--- config.mk ---
export PLATFORM = sky130hd
export DESIGN_NAME = csr_ctrl
export DESIGN_NICKNAME = d
export VERILOG_FILES = /design/src/rtl/csr_ctrl.sv
export SDC_FILE = /design/constraint.sdc
export NUM_CORES = 1
export LEC_CHECK = 0
export BUFFER_PORTS_ARGS = -buffer_cell sky130_fd_sc_hd__buf_2
export CAP_MARGIN = 10
export CORE_UTILIZATION = 52
export CTS_CLUSTER_DIAMETER = 150
export DETAILED_ROUTE_END_ITERATION = 16
export PLACE_DENSITY = 0.82
export SYNTH_ARGS = -nofsm -noshare
export SYNTH_HDL_FRONTEND = slang
export SYNTH_SLANG_ARGS = --single-unit
--- constraint.sdc ---
create_clock -name clk -period 2.8 [get_ports clk]
set_clock_uncertainty 0.1 [all_clocks]
set_input_delay 0.28 -clock clk [delete_from_list [all_inputs] [get_ports clk]]
set_output_delay 0.28 -clock clk [all_outputs]
set_load 0.05 [all_outputs]
--- src/rtl/csr_ctrl.sv ---
// ============================================================================
// csr_ctrl : multi-cycle sequencer between the EXU and the machine-mode CSR
//            file for CSRRW/CSRRS/CSRRC, ECALL and MRET.
// Revision  : 1.0
// ============================================================================
`default_nettype none

module csr_ctrl #(
  parameter int DATA_WIDTH = 32
) (
  input  logic                  clk,
  input  logic                  rst_n,
  input  logic                  req_valid,
  output logic                  req_ready,
  input  logic [2:0]            req_op,
  input  logic [11:0]           req_csr_addr,
  input  logic [DATA_WIDTH-1:0] req_src,
  input  logic [DATA_WIDTH-1:0] req_pc,
  output logic                  rsp_valid,
  input  logic                  rsp_ready,
  output logic [DATA_WIDTH-1:0] rsp_rdata,
  output logic                  rsp_redirect,
  output logic [DATA_WIDTH-1:0] rsp_npc,
  output logic                  rsp_illegal,
  output logic [DATA_WIDTH-1:0] csr_addr,
  output logic                  csr_wen,
  output logic [DATA_WIDTH-1:0] csr_wdata,
  input  logic [DATA_WIDTH-1:0] csr_rdata,
  output logic                  intr,
  output logic [DATA_WIDTH-1:0] intr_NO,
  output logic [DATA_WIDTH-1:0] intr_epc,
  input  logic [DATA_WIDTH-1:0] intr_mtvec
);

  typedef enum logic [2:0] {
    S_IDLE    = 3'd0,
    S_RD      = 3'd1,
    S_WR      = 3'd2,
    S_TRAP    = 3'd3,
    S_MRD_EPC = 3'd4,
    S_MRD_ST  = 3'd5,
    S_MWR_ST  = 3'd6,
    S_RESP    = 3'd7
  } state_t;

  localparam logic [2:0] c_OP_RW    = 3'd1;
  localparam logic [2:0] c_OP_RS    = 3'd2;
  localparam logic [2:0] c_OP_RC    = 3'd3;
  localparam logic [2:0] c_OP_ECALL = 3'd4;
  localparam logic [2:0] c_OP_MRET  = 3'd5;

  localparam logic [DATA_WIDTH-1:0] c_MSTATUS   = DATA_WIDTH'(12'h300);
  localparam logic [DATA_WIDTH-1:0] c_MEPC      = DATA_WIDTH'(12'h341);
  localparam logic [DATA_WIDTH-1:0] c_ECALL_NO  = DATA_WIDTH'(11);

  state_t                r_state;
  logic [2:0]            r_op;
  logic [DATA_WIDTH-1:0] r_src;
  logic [DATA_WIDTH-1:0] r_old;
  logic [DATA_WIDTH-1:0] r_npc;
  logic                  r_req_ready;
  logic                  r_rsp_valid;
  logic [DATA_WIDTH-1:0] r_rsp_rdata;
  logic                  r_rsp_redirect;
  logic [DATA_WIDTH-1:0] r_rsp_npc;
  logic                  r_rsp_illegal;
  logic [DATA_WIDTH-1:0] r_csr_addr;
  logic                  r_csr_wen;
  logic [DATA_WIDTH-1:0] r_csr_wdata;
  logic                  r_intr;
  logic [DATA_WIDTH-1:0] r_intr_no;
  logic [DATA_WIDTH-1:0] r_intr_epc;

  logic                  w_supported;
  logic                  w_csr_op;
  logic                  w_skip_write;
  logic [DATA_WIDTH-1:0] w_req_addr;
  logic [DATA_WIDTH-1:0] w_rmw_data;
  logic [DATA_WIDTH-1:0] w_mret_st;

  assign w_req_addr   = {{(DATA_WIDTH-12){1'b0}}, req_csr_addr};
  assign w_supported  = (req_csr_addr == 12'h300) || (req_csr_addr == 12'h305) ||
                        (req_csr_addr == 12'h341) || (req_csr_addr == 12'h342);
  assign w_csr_op     = (req_op == c_OP_RW) || (req_op == c_OP_RS) || (req_op == c_OP_RC);
  assign w_skip_write = ((r_op == c_OP_RS) || (r_op == c_OP_RC)) && (r_src == '0);

  always_comb begin
    w_rmw_data = r_src;
    if (r_op == c_OP_RS) w_rmw_data = csr_rdata | r_src;
    else if (r_op == c_OP_RC) w_rmw_data = csr_rdata & ~r_src;
  end

  // MRET: restore MIE from MPIE, set MPIE, leave MPP at M-mode.
  always_comb begin
    w_mret_st        = csr_rdata;
    w_mret_st[3]     = csr_rdata[7];
    w_mret_st[7]     = 1'b1;
    w_mret_st[12:11] = 2'b11;
  end

  always_ff @(posedge clk or negedge rst_n) begin
    if (!rst_n) begin
      r_state        <= S_IDLE;
      r_op           <= '0;
      r_src          <= '0;
      r_old          <= '0;
      r_npc          <= '0;
      r_req_ready    <= 1'b1;
      r_rsp_valid    <= 1'b0;
      r_rsp_rdata    <= '0;
      r_rsp_redirect <= 1'b0;
      r_rsp_npc      <= '0;
      r_rsp_illegal  <= 1'b0;
      r_csr_addr     <= '0;
      r_csr_wen      <= 1'b0;
      r_csr_wdata    <= '0;
      r_intr         <= 1'b0;
      r_intr_no      <= '0;
      r_intr_epc     <= '0;
    end else begin
      case (r_state)
        S_IDLE: begin
          if (req_valid) begin
            r_op        <= req_op;
            r_src       <= req_src;
            r_req_ready <= 1'b0;
            if (w_csr_op && w_supported) begin
              r_csr_addr <= w_req_addr;
              r_state    <= S_RD;
            end else if (req_op == c_OP_ECALL) begin
              r_intr     <= 1'b1;
              r_intr_no  <= c_ECALL_NO;
              r_intr_epc <= req_pc;
              r_state    <= S_TRAP;
            end else if (req_op == c_OP_MRET) begin
              r_csr_addr <= c_MEPC;
              r_state    <= S_MRD_EPC;
            end else begin
              r_rsp_valid   <= 1'b1;
              r_rsp_illegal <= 1'b1;
              r_state       <= S_RESP;
            end
          end
        end
        S_RD: begin
          r_old <= csr_rdata;
          if (w_skip_write) begin
            r_csr_addr  <= '0;
            r_rsp_valid <= 1'b1;
            r_rsp_rdata <= csr_rdata;
            r_state     <= S_RESP;
          end else begin
            r_csr_wen   <= 1'b1;
            r_csr_wdata <= w_rmw_data;
            r_state     <= S_WR;
          end
        end
        S_WR: begin
          r_csr_wen   <= 1'b0;
          r_csr_addr  <= '0;
          r_rsp_valid <= 1'b1;
          r_rsp_rdata <= r_old;
          r_state     <= S_RESP;
        end
        S_TRAP: begin
          r_intr         <= 1'b0;
          r_rsp_valid    <= 1'b1;
          r_rsp_redirect <= 1'b1;
          r_rsp_npc      <= intr_mtvec;
          r_state        <= S_RESP;
        end
        S_MRD_EPC: begin
          r_npc      <= csr_rdata;
          r_csr_addr <= c_MSTATUS;
          r_state    <= S_MRD_ST;
        end
        S_MRD_ST: begin
          r_csr_wen   <= 1'b1;
          r_csr_wdata <= w_mret_st;
          r_state     <= S_MWR_ST;
        end
        S_MWR_ST: begin
          r_csr_wen      <= 1'b0;
          r_csr_addr     <= '0;
          r_rsp_valid    <= 1'b1;
          r_rsp_redirect <= 1'b1;
          r_rsp_npc      <= r_npc;
          r_state        <= S_RESP;
        end
        S_RESP: begin
          if (rsp_ready) begin
            r_rsp_valid    <= 1'b0;
            r_rsp_rdata    <= '0;
            r_rsp_redirect <= 1'b0;
            r_rsp_npc      <= '0;
            r_rsp_illegal  <= 1'b0;
            r_req_ready    <= 1'b1;
            r_state        <= S_IDLE;
          end
        end
        default: r_state <= S_IDLE;
      endcase
    end
  end

  assign req_ready    = r_req_ready;
  assign rsp_valid    = r_rsp_valid;
  assign rsp_rdata    = r_rsp_rdata;
  assign rsp_redirect = r_rsp_redirect;
  assign rsp_npc      = r_rsp_npc;
  assign rsp_illegal  = r_rsp_illegal;
  assign csr_addr     = r_csr_addr;
  assign csr_wen      = r_csr_wen;
  assign csr_wdata    = r_csr_wdata;
  assign intr         = r_intr;
  assign intr_NO      = r_intr_no;
  assign intr_epc     = r_intr_epc;

endmodule

`default_nettype wire
==> impl_results.md, run 1 <==
* Synthesized-area fraction occupied by adder cells at 0
* Internal power summed over all cells at 10.1 mW
* NumNets Final at 1633
* Cell area power density at 1260 mW/mm^2
* Area used by sequential logic in the layout at 0.00623 mm^2
* Arrival time at the worst endpoint at 2.97 ns
* Critical Path Start: r_src[14]
* Number of max-capacitance violations reported at 0
* Gate count after technology mapping at 1061
* Resize count post-CTS at 0
* # H-tree levels at 1
* TritonCTS Buffers at 26
* Number of global-route vias before repair at 9784
* Top-level I/O count at 345
* Weighted congestion reported at the end of routability-driven placement at 0.858
* Final number of setup-violating endpoints at 0
* Clock tree from TritonCTS: yes
* Proportion of netlist area held by the largest area contributor at 0.557
* Required arrival time at the worst endpoint at 3.11 ns
* Worst r2r path cells at 6
* Clk root buf: sky130_fd_sc_hd__clkbuf_16
* Routed wire per std cell at 19.0 um
* Top-count cell post-synth: sky130_fd_sc_hd__dfrtp_1
* Share of cell area taken by muxes after synthesis at 0.102
* Total Routing Usage GR at 0.309
* Total setup buffers inserted after CTS at 0
* Synth unique cells at 50
* Sum Neg Setup Slack at 0 ns
* Share of synthesized registers carrying an async set or reset at 1.00
* Count of hold buffers inserted by post-cts repair at 135
* Yosys warning total at 0
* Critical path peak fanout at 12
* Cell type of the slowest stage on the worst timing path: sky130_fd_sc_hd__or4_1
* Static power due to leakage at 7.60 nW
* RSZ-0062 raised after global routing: no
* Post-layout minimum cycle time at 2.66 ns
* DRC violations left at 0
* Sinks on the clock net at 249
* Sequential Power Share at 0.332
* Register area share after synthesis at 0.560
* Skew-Pair Late Insertion Delay at 0.54 ns
* Most common library cells after synthesis: sky130_fd_sc_hd__dfrtp_1, sky130_fd_sc_hd__nand2_1, sky130_fd_sc_hd__mux2_2, sky130_fd_sc_hd__nor2_1, sky130_fd_sc_hd__a21oi_1
* Number of port buffers at 295
* Part of the total power dissipated in combinational logic at 0.490
* Compound-cell area share of the yosys netlist at 0.142
* Number of synthesized flops with an enable pin at 0
* Mean area per synthesized cell at 10.5 um^2
* Crit path launch type: flip-flop
* Initial standard-cell utilization of the core at 0.530
* Part of the power in the clock network at 0.178
* Critical path cell sequence: nor4_1 -> buf_4 -> nand4_1 -> or4_1 -> a221o_1 -> a22o_1
* Slew at the pin with the worst max-slew slack at 1.00 ns
* Setup WS post-layout at 0.138 ns
* Antenna violations before repair at 1
* Simple-Gate Fraction of Synth Area at 0.133
* Die footprint at 0.0220 mm^2
* Post-synthesis instance area at 0.0111 mm^2
* DRC violation total after the first TritonRoute iteration at 621
* Final number of max-transition violations at 0
* Dpl ws at 0.211 ns
* P_sw at 8.85 mW
* Post-route core utilization at 0.716
* Relative slew slack at 0.331
* Chip width at 148 um
* Worst path max stage delay at 0.58 ns
* Dominant combinational cell family by area after synthesis: compound AO/OA/AOI/OAI gates
* Area of the multi-input gates at 0.00443 mm^2
* Hold Fails Final Rpt at 0
* Via-to-Cell Ratio at 5.55
* GR Overflow Total at 0
* Signed area change from the synthesized netlist to the final layout at 35.1%
* Number of nets with antenna violations after routing at 0
* Largest net degree at the start of global routing at 71
* Worst min-delay path category: in2reg
* End point of the critical path: csr_addr[1]
* Fraction of final layout cells with drive strength greater than 1 at 0.323
* Die Y at 148 um
* Endpoint class of the critical path: flip-flop
* Leading register cell type out of synthesis: sky130_fd_sc_hd__dfrtp_1
* Xor/xnor share of the synthesized area at 0.00157
* Maximum VDD drop at 0.601 mV
* Achievable clock frequency at 0.376 GHz
* Synth area leader: sky130_fd_sc_hd__dfrtp_1
* Reg2reg end: csr_addr[1]
* Total routed wirelength at 33900 um
* R2r setup slk at 0.14 ns
* Drt first pass iters at 5
* Clock transition time at the flip-flop clock pins of the worst setup and hold paths at 0.06 ns
* Filler Cells Inserted at 1451
* Crit path kind: reg2reg
* DP Wirelength at 21800 um
* Site Rows at 53
* Buffer depth of the longest clock path at 3
* Period utilization at 0.951
* Sw Ratio at 0.466
* Count of vias placed by the detailed router at 9899
* Global-route wire length before repair at 52600 um
* Reg-to-reg startpoint: r_src[14]
* Top cells by area, synth: sky130_fd_sc_hd__dfrtp_1, sky130_fd_sc_hd__mux2_2, sky130_fd_sc_hd__nand2_1, sky130_fd_sc_hd__buf_4, sky130_fd_sc_hd__a22o_1
* Floorplan core area at 0.0210 mm^2
* Final Hold Slack at 0.0146 ns
* Post-synthesis register bit count at 249
* Result of the run: finished, final reports clean
[worst min-delay path by stage]
| stage | start | endpoint | cells after the start |
|---|---|---|---|
| after floorplan | rst_n | csr_addr[0] | 0 |
| after detailed placement | rst_n | rsp_npc[14] | 1 |
| after global placement | rst_n | rsp_npc[18] | 1 |
| after global routing | intr_mtvec[5] | rsp_npc[5] | 3 |
| after CTS | intr_mtvec[5] | rsp_npc[5] | 3 |
| final | intr_mtvec[5] | rsp_npc[5] | 3 |
[registers in the layout (all words and copies together) (netlist names), 3 cells and up]
name	cells
csr_wdata	32
r_op	3
rsp_npc	32
csr_addr	12
r_state	3
intr_epc	32
r_src	32
r_npc	32
r_old	32
rsp_rdata	32
[final cells by class]
type                    instances  share of cell area
diodes                          2            0.000333
clock buffers                  37              0.0493
clock inverters                11             0.00657
inverters                       8             0.00200
multi-input cells             734               0.294
flip-flops and latches        249               0.414
well taps                     275              0.0229
repair buffers                467               0.210
[kinds of logic (layout without fill, tap and decap cells)]
logic type	count (synthesis)	after routing
other	1	51
and+or+nand+nor	360	360
DFF	249	249
xor gates and xnor gates	2	2
AOI/OAI and AO/OA	222	222
buffers and inverters	126	523
muxes	101	101
[power by group through the flow]
| stage | clock [mW] | sequential [mW] | combinational, mW |
|---|---|---|---|
| after detailed placement | 0 | 6.26 | 9.00 |
| after global routing | 3.55 | 6.44 | 9.93 |
| after global placement | 0 | 6.18 | 8.75 |
| after floorplan | 0 | 8.76 | 4.12 |
| after CTS | 3.41 | 6.22 | 9.20 |
| final | 3.38 | 6.30 | 9.31 |
[critical path, delay by kind of cell (launching register included)]
kind | cells | cell delay [ns]
simple gates | 3 | 1.07
compound gates | 2 | 0.77
flops | 1 | 0.41
buf+inv | 1 | 0.17
[routing by layer]
metal | track usage | part of all wire | vias up | wire (um)
met1 | 0.397 | 0.39 | 4813 | 13200
met4 | 0.150 | 0.047 | 0 | 1600
met5 | 0 | 0 | - | 0
li1 | - | - | 4457 | -
met2 | 0.507 | 0.48 | 517 | 16300
met3 | 0.0561 | 0.083 | 112 | 2820
[stage by stage]
step / instance area [um^2] / std cells / total power, mW
4_1_cts: 15000 / 1781 / 18.8
6_report: 15000 / 1783 / 19.0
3_5_place_dp: 12800 / 1598 / 15.3
5_1_grt: 15000 / 1782 / 19.9
2_1_floorplan: 11300 / 1109 / 12.9
3_3_place_gp: 12800 / 1598 / 14.9
[cells in the final DEF (no fill, tap or decap), types with 2 or more instances in the layout]
master                          synthesis  final
sky130_fd_sc_hd__buf_2                 11    294
sky130_fd_sc_hd__dfrtp_1              248    248
sky130_fd_sc_hd__nand2_1              219    219
sky130_fd_sc_hd__dlygate4sd3_1          0    135
sky130_fd_sc_hd__mux2_2                99     99
sky130_fd_sc_hd__nor2_1                93     90
sky130_fd_sc_hd__a21oi_1               67     66
sky130_fd_sc_hd__conb_1                 1     49
sky130_fd_sc_hd__a22o_1                41     41
sky130_fd_sc_hd__a22oi_1               33     33
sky130_fd_sc_hd__buf_4                 53     33
sky130_fd_sc_hd__clkbuf_16              0     26
sky130_fd_sc_hd__a211oi_1              24     23
sky130_fd_sc_hd__a221o_1               23     23
sky130_fd_sc_hd__o21ai_0               20     20
sky130_fd_sc_hd__nor4_1                10     10
sky130_fd_sc_hd__inv_1                  8      8
sky130_fd_sc_hd__nand3_1                8      8
sky130_fd_sc_hd__and2_1                 8      7
sky130_fd_sc_hd__clkbuf_1              46      6
sky130_fd_sc_hd__clkinv_2               0      6
sky130_fd_sc_hd__clkbuf_8               0      5
sky130_fd_sc_hd__buf_12                 0      4
sky130_fd_sc_hd__nor2_2                 1      3
sky130_fd_sc_hd__nand2b_1               3      3
sky130_fd_sc_hd__nor3_1                 3      3
sky130_fd_sc_hd__clkinvlp_4             0      3
sky130_fd_sc_hd__diode_2                0      2
sky130_fd_sc_hd__xnor2_1                2      2
sky130_fd_sc_hd__nand4_1                2      2
sky130_fd_sc_hd__nor3_2                 2      2
sky130_fd_sc_hd__or4_1                  2      2
sky130_fd_sc_hd__o2bb2ai_1              2      2
sky130_fd_sc_hd__mux2_1                 2      2
No activity file was read; power rests on OpenSTA's default activity.
==> run 2: changes to the inputs <==
--- a/config.mk
+++ b/config.mk
@@ -7,10 +7,12 @@
 export LEC_CHECK = 0
 export BUFFER_PORTS_ARGS = -buffer_cell sky130_fd_sc_hd__buf_2
 export CAP_MARGIN = 10
-export CORE_UTILIZATION = 52
+export CELL_PAD_IN_SITES_DETAIL_PLACEMENT = 0
+export CELL_PAD_IN_SITES_GLOBAL_PLACEMENT = 1
+export CORE_UTILIZATION = 35
 export CTS_CLUSTER_DIAMETER = 150
 export DETAILED_ROUTE_END_ITERATION = 16
-export PLACE_DENSITY = 0.82
+export PLACE_DENSITY = 0.74
 export SYNTH_ARGS = -nofsm -noshare
 export SYNTH_HDL_FRONTEND = slang
 export SYNTH_SLANG_ARGS = --single-unit
==> run 2 against run 1 <==
Net effect: total power rose by 0.32%; die area rose by 48%; combinational power fell by 0.9%; flip-flop and latch count did not move; wire length rose by 1.8%; via count fell by 4.6%.
==> impl_results.md, run 2 (synthesis gave the netlist of run 1 again) <==
* Result of the run: finished, final reports clean
* Via-to-Cell Ratio at 4.98
* Critical path's top delay family: simple AND/OR/NAND/NOR gates
* Drt first pass iters at 5
* Number of max-capacitance violations reported at 0
* Final Instance Area at 0.0153 mm^2
* Critical path cell sequence: nor4_1 -> nand4_1 -> or4_1 -> a221o_1 -> a22o_1
* Final standard cell count with taps included and fillers excluded at 1898
* Die Y at 180 um
* Placed Instance Area at 0.0130 mm^2
* Antenna Cells at 0
* Largest net degree at the start of global routing at 73
* Hold Fails Final Rpt at 0
* Floorplan core area at 0.0309 mm^2
* Weighted congestion reported at the end of routability-driven placement at 0.819
* Setup WS post-layout at 0.106 ns
* Achievable clock frequency at 0.371 GHz
* Worst min-delay path category: in2async
* Area of the multi-input gates at 0.00444 mm^2
* Slew at the pin with the worst max-slew slack at 1.10 ns
* Initial standard-cell utilization of the core at 0.360
* Buffer depth of the longest clock path at 3
* Die footprint at 0.0325 mm^2
* Clock transition time at the flip-flop clock pins of the worst setup and hold paths at 0.06 ns
* Number of port buffers at 295
* WL met3 at 2220 um
* Number of buffer and inverter stages on the critical path at 0
* Total power of the final layout at 19.1 mW
* Crit path launch type: flip-flop
* Final number of max-transition violations at 0
* Crit path kind: reg2reg
* Top-level I/O count at 345
* Area used by sequential logic in the layout at 0.00623 mm^2
* RSZ-0062 raised after global routing: no
* Clk root buf: sky130_fd_sc_hd__clkbuf_16
* Global-route wire length before repair at 53800 um
* Met1 routed wirelength after detailed routing at 15100 um
* Sinks on the clock net at 249
* Signed area change from the synthesized netlist to the final layout at 37.1%
* Top layer in use: met4
* Relative slew slack at 0.268
* Worst path max stage delay at 0.55 ns
* DRC violation total after the first TritonRoute iteration at 627
* GR Overflow Total at 0
* Post-route core utilization at 0.494
* Maximum VDD drop at 0.667 mV
* Skew-Pair Late Insertion Delay at 0.55 ns
* Total routed wirelength at 34500 um
* Total Routing Usage GR at 0.210
* Fraction of final layout cells with drive strength greater than 1 at 0.319
* DRC violations left at 0
* Antenna violations before repair at 0
* Endpoint class of the critical path: flip-flop
* Total instance count after detailed placement at 1711
* Routed wire per std cell at 18.2 um
* Final Hold Slack at 0.200 ns
* Dpl ws at 0.147 ns
* Period utilization at 0.962
* Cell type of the slowest stage on the worst timing path: sky130_fd_sc_hd__or4_1
* Count of vias placed by the detailed router at 9443
* Arrival time at the worst endpoint at 3.02 ns
* Metal2 WL at 16400 um
* Site Rows at 64
* Post-layout minimum cycle time at 2.69 ns
* TritonCTS Buffers at 28
* Static power due to leakage at 7.63 nW
* Final number of setup-violating endpoints at 0
* Required arrival time at the worst endpoint at 3.13 ns
* Highest-count cells in the layout ignoring fill and taps: sky130_fd_sc_hd__buf_2, sky130_fd_sc_hd__dfrtp_1, sky130_fd_sc_hd__nand2_1
* Number of global-route vias before repair at 9218
* Clock tree from TritonCTS: yes
* Sum Neg Setup Slack at 0 ns
* # H-tree levels at 1
* Commonest non-fill, non-tap cell in the layout: sky130_fd_sc_hd__buf_2
* Chip width at 180 um
* Number of nets with antenna violations after routing at 0
* NumNets Final at 1630
* Critical path peak fanout at 12
* Total setup buffers inserted after CTS at 0
* Filler Cells Inserted at 2889
* DP Wirelength at 23800 um
* Cell area power density at 1250 mW/mm^2
-- run 2: area by class of cell --
class	instances	share of cell area
inverter	8	0.00197
clock buffer	42	0.0526
clock inverter	7	0.00737
timing repair buffer	462	0.207
tap	396	0.0324
sequential	249	0.408
multi-input combinational	734	0.291
-- run 2: where the power goes --
group          internal, mW  total [mW]  switching, mW
clock                  2.16        3.65           1.49
combinational          2.99        9.23           6.24
sequential             5.18        6.18           1.01
-- run 2: path summary, 6_finish.rpt --
kind,from,end,slack [ns],depth (start not counted)
setup / recovery,r_src[14],csr_addr[2],0.11,5
hold / removal,rst_n,rsp_npc[27],0.20,2
setup reg to reg,r_src[14],csr_addr[2],0.11,5
hold reg to reg,req_ready,req_ready,0.36,2
max in group asynchronous,rst_n,csr_addr[2],1.65,3
min in group clk,req_csr_addr[11],csr_addr[0],0.20,6
-- run 2: routing by layer --
layer  vias up  global-route usage
met1      4575               0.287
met5         -                   0
met2       364               0.349
li1       4455                   -
met4         0              0.0530
met3        49              0.0338
-- run 2: timing repair --
| item | CTS | global route |
|---|---|---|
| resized for setup | 0 | 0 |
| hold buffers | 138 | 0 |
| hold endpoints to repair | 225 | 0 |
| setup endpoints to repair | 0 | 0 |
==> run 3: changes to the inputs <==
--- a/config.mk
+++ b/config.mk
@@ -9,10 +9,11 @@
 export CAP_MARGIN = 10
 export CELL_PAD_IN_SITES_DETAIL_PLACEMENT = 0
 export CELL_PAD_IN_SITES_GLOBAL_PLACEMENT = 1
-export CORE_UTILIZATION = 35
+export CORE_UTILIZATION = 39
 export CTS_CLUSTER_DIAMETER = 150
+export CTS_CLUSTER_SIZE = 12
 export DETAILED_ROUTE_END_ITERATION = 16
-export PLACE_DENSITY = 0.74
+export PLACE_DENSITY = 0.81
 export SYNTH_ARGS = -nofsm -noshare
 export SYNTH_HDL_FRONTEND = slang
 export SYNTH_SLANG_ARGS = --single-unit
==> run 3 against run 2 <==
Net effect: final area is 2.2% lower; largest power group unchanged; largest cell class unchanged; hold slack got worse by 0.18 ns; clock power shrank 23%.
==> impl_results.md, run 3 (synthesis gave the netlist of run 1 again) <==
* Result of the run: finished, final reports clean
* DRC violations left at 0
* Number of nets with antenna violations after routing at 0
* Initial standard-cell utilization of the core at 0.399
* DP Wirelength at 22700 um
* Worst r2r path cells at 5
* Resize count post-CTS at 0
* Arrival time at the worst endpoint at 2.98 ns
* Global-route wire length before repair at 50600 um
* End point of the critical path: csr_addr[2]
* Area of the multi-input gates at 0.00444 mm^2
* Top-level I/O count at 345
* Total power of the final layout at 18.2 mW
* Commonest non-fill, non-tap cell in the layout: sky130_fd_sc_hd__buf_2
* Reg-to-reg startpoint: r_src[14]
* Number of port buffers at 295
* Final number of max-transition violations at 0
* NumNets Final at 1623
* Sequential Power Share at 0.339
* Total Routing Usage GR at 0.225
* Part of the power in the clock network at 0.155
* Filler Cells Inserted at 2517
* Clk root buf: sky130_fd_sc_hd__clkbuf_16
* Relative slew slack at 0.249
* P_sw at 8.55 mW
* Number of max-capacitance violations reported at 0
* Routed wire per std cell at 18.0 um
* Count of hold buffers inserted by post-cts repair at 136
* Maximum VDD drop at 0.637 mV
* Reg2reg end: csr_addr[2]
* Achievable clock frequency at 0.374 GHz
* Crit path launch type: flip-flop
* Total setup buffers inserted after CTS at 0
* Clock tree from TritonCTS: yes
* Slew at the pin with the worst max-slew slack at 1.13 ns
* Highest-count cells in the layout ignoring fill and taps: sky130_fd_sc_hd__buf_2, sky130_fd_sc_hd__dfrtp_1, sky130_fd_sc_hd__nand2_1
* Largest net degree at the start of global routing at 69
* Post-route core utilization at 0.535
* Cell area power density at 1220 mW/mm^2
* R2r setup slk at 0.13 ns
* Sw Ratio at 0.469
* Clock transition time at the flip-flop clock pins of the worst setup and hold paths at 0.06 ns
* Critical path peak fanout at 12
* Chip width at 171 um
* Static power due to leakage at 7.48 nW
* Floorplan core area at 0.0279 mm^2
* Fraction of final layout cells with drive strength greater than 1 at 0.314
* Buffer depth of the longest clock path at 3
* Weighted congestion reported at the end of routability-driven placement at 0.823
* Required arrival time at the worst endpoint at 3.10 ns
* Skew-Pair Late Insertion Delay at 0.52 ns
* Hold Fails Final Rpt at 0
* TritonCTS Buffers at 24
* Final number of setup-violating endpoints at 0
* GR Overflow Total at 0
* Drt first pass iters at 5
* Part of the total power dissipated in combinational logic at 0.506
* DRC violation total after the first TritonRoute iteration at 631
* Internal power summed over all cells at 9.69 mW
* RSZ-0062 raised after global routing: no
* Sum Neg Setup Slack at 0 ns
* Signed area change from the synthesized netlist to the final layout at 34.1%
* Area used by sequential logic in the layout at 0.00623 mm^2
* Number of global-route vias before repair at 8990
* Post-layout minimum cycle time at 2.67 ns
* Site Rows at 61
* Crit path kind: reg2reg
* Via-to-Cell Ratio at 5.11
* Sinks on the clock net at 249
* Critical Path Start: r_src[14]
* Die footprint at 0.0292 mm^2
* Total routed wirelength at 33300 um
* Period utilization at 0.955
* Antenna violations before repair at 0
* # H-tree levels at 1
* Endpoint class of the critical path: flip-flop
* Die Y at 171 um
* Count of vias placed by the detailed router at 9483
* Worst min-delay path category: in2reg
## run 3: how the worst min path moves through the flow
stage | from | endpoint | slack (ns) | cells after the start
after floorplan | rst_n | csr_addr[0] | -0.12 | 0
after global placement | rst_n | rsp_npc[26] | 0.18 | 1
after detailed placement | rst_n | rsp_npc[26] | 0.18 | 1
after CTS | intr_mtvec[16] | rsp_npc[16] | 0.001 | 3
after global routing | intr_mtvec[16] | rsp_npc[16] | 0.04 | 3
final | intr_mtvec[9] | rsp_npc[9] | 0.02 | 3
## run 3: power groups by stage
stage	clock, mW	sequential [mW]	combinational [mW]
floorplan	0	8.76	4.12
global placement	0	6.16	8.95
detailed placement	0	6.22	9.10
CTS	2.92	6.16	9.26
global route	3.03	6.39	9.91
finish	2.82	6.18	9.23
## run 3: area by class of cell
type                            count  share of cell area
Tap cell                          378              0.0317
Antenna cell                        1            0.000167
Multi-Input combinational cell    734               0.297
Timing Repair Buffer              459               0.211
Sequential cell                   249               0.417
Inverter                            8             0.00201
Clock inverter                      2             0.00142
Clock buffer                       24              0.0402
## run 3: critical path: stages, from the launching register on
cell and delay [ns]:
sky130_fd_sc_hd__dfrtp_1 0.43, sky130_fd_sc_hd__nor4_1 0.47, sky130_fd_sc_hd__nand4_1 0.26, sky130_fd_sc_hd__or4_1 0.57, sky130_fd_sc_hd__a221o_1 0.46, sky130_fd_sc_hd__a22o_1 0.28
## run 3: stage by stage
| stage | cells | hold WS, ns | worst slack [ns] | cell area (um^2) |
|---|---|---|---|---|
| 2_1_floorplan | 1109 | -0.116 | 0.643 | 11300 |
| 3_3_place_gp | 1692 | 0.182 | 0.222 | 13000 |
| 3_5_place_dp | 1692 | 0.180 | 0.171 | 13000 |
| 4_1_cts | 1854 | 0.00134 | 0.166 | 14900 |
| 5_1_grt | 1854 | 0.0368 | 0.115 | 14900 |
| 6_report | 1855 | 0.0205 | 0.126 | 14900 |
## run 3: layer usage
metal	vias up	part of all wire	track usage
met5	-	0	0
met4	0	0.026	0.0672
met3	49	0.064	0.0315
met2	369	0.47	0.368
met1	4651	0.44	0.308
li1	4414	-	-
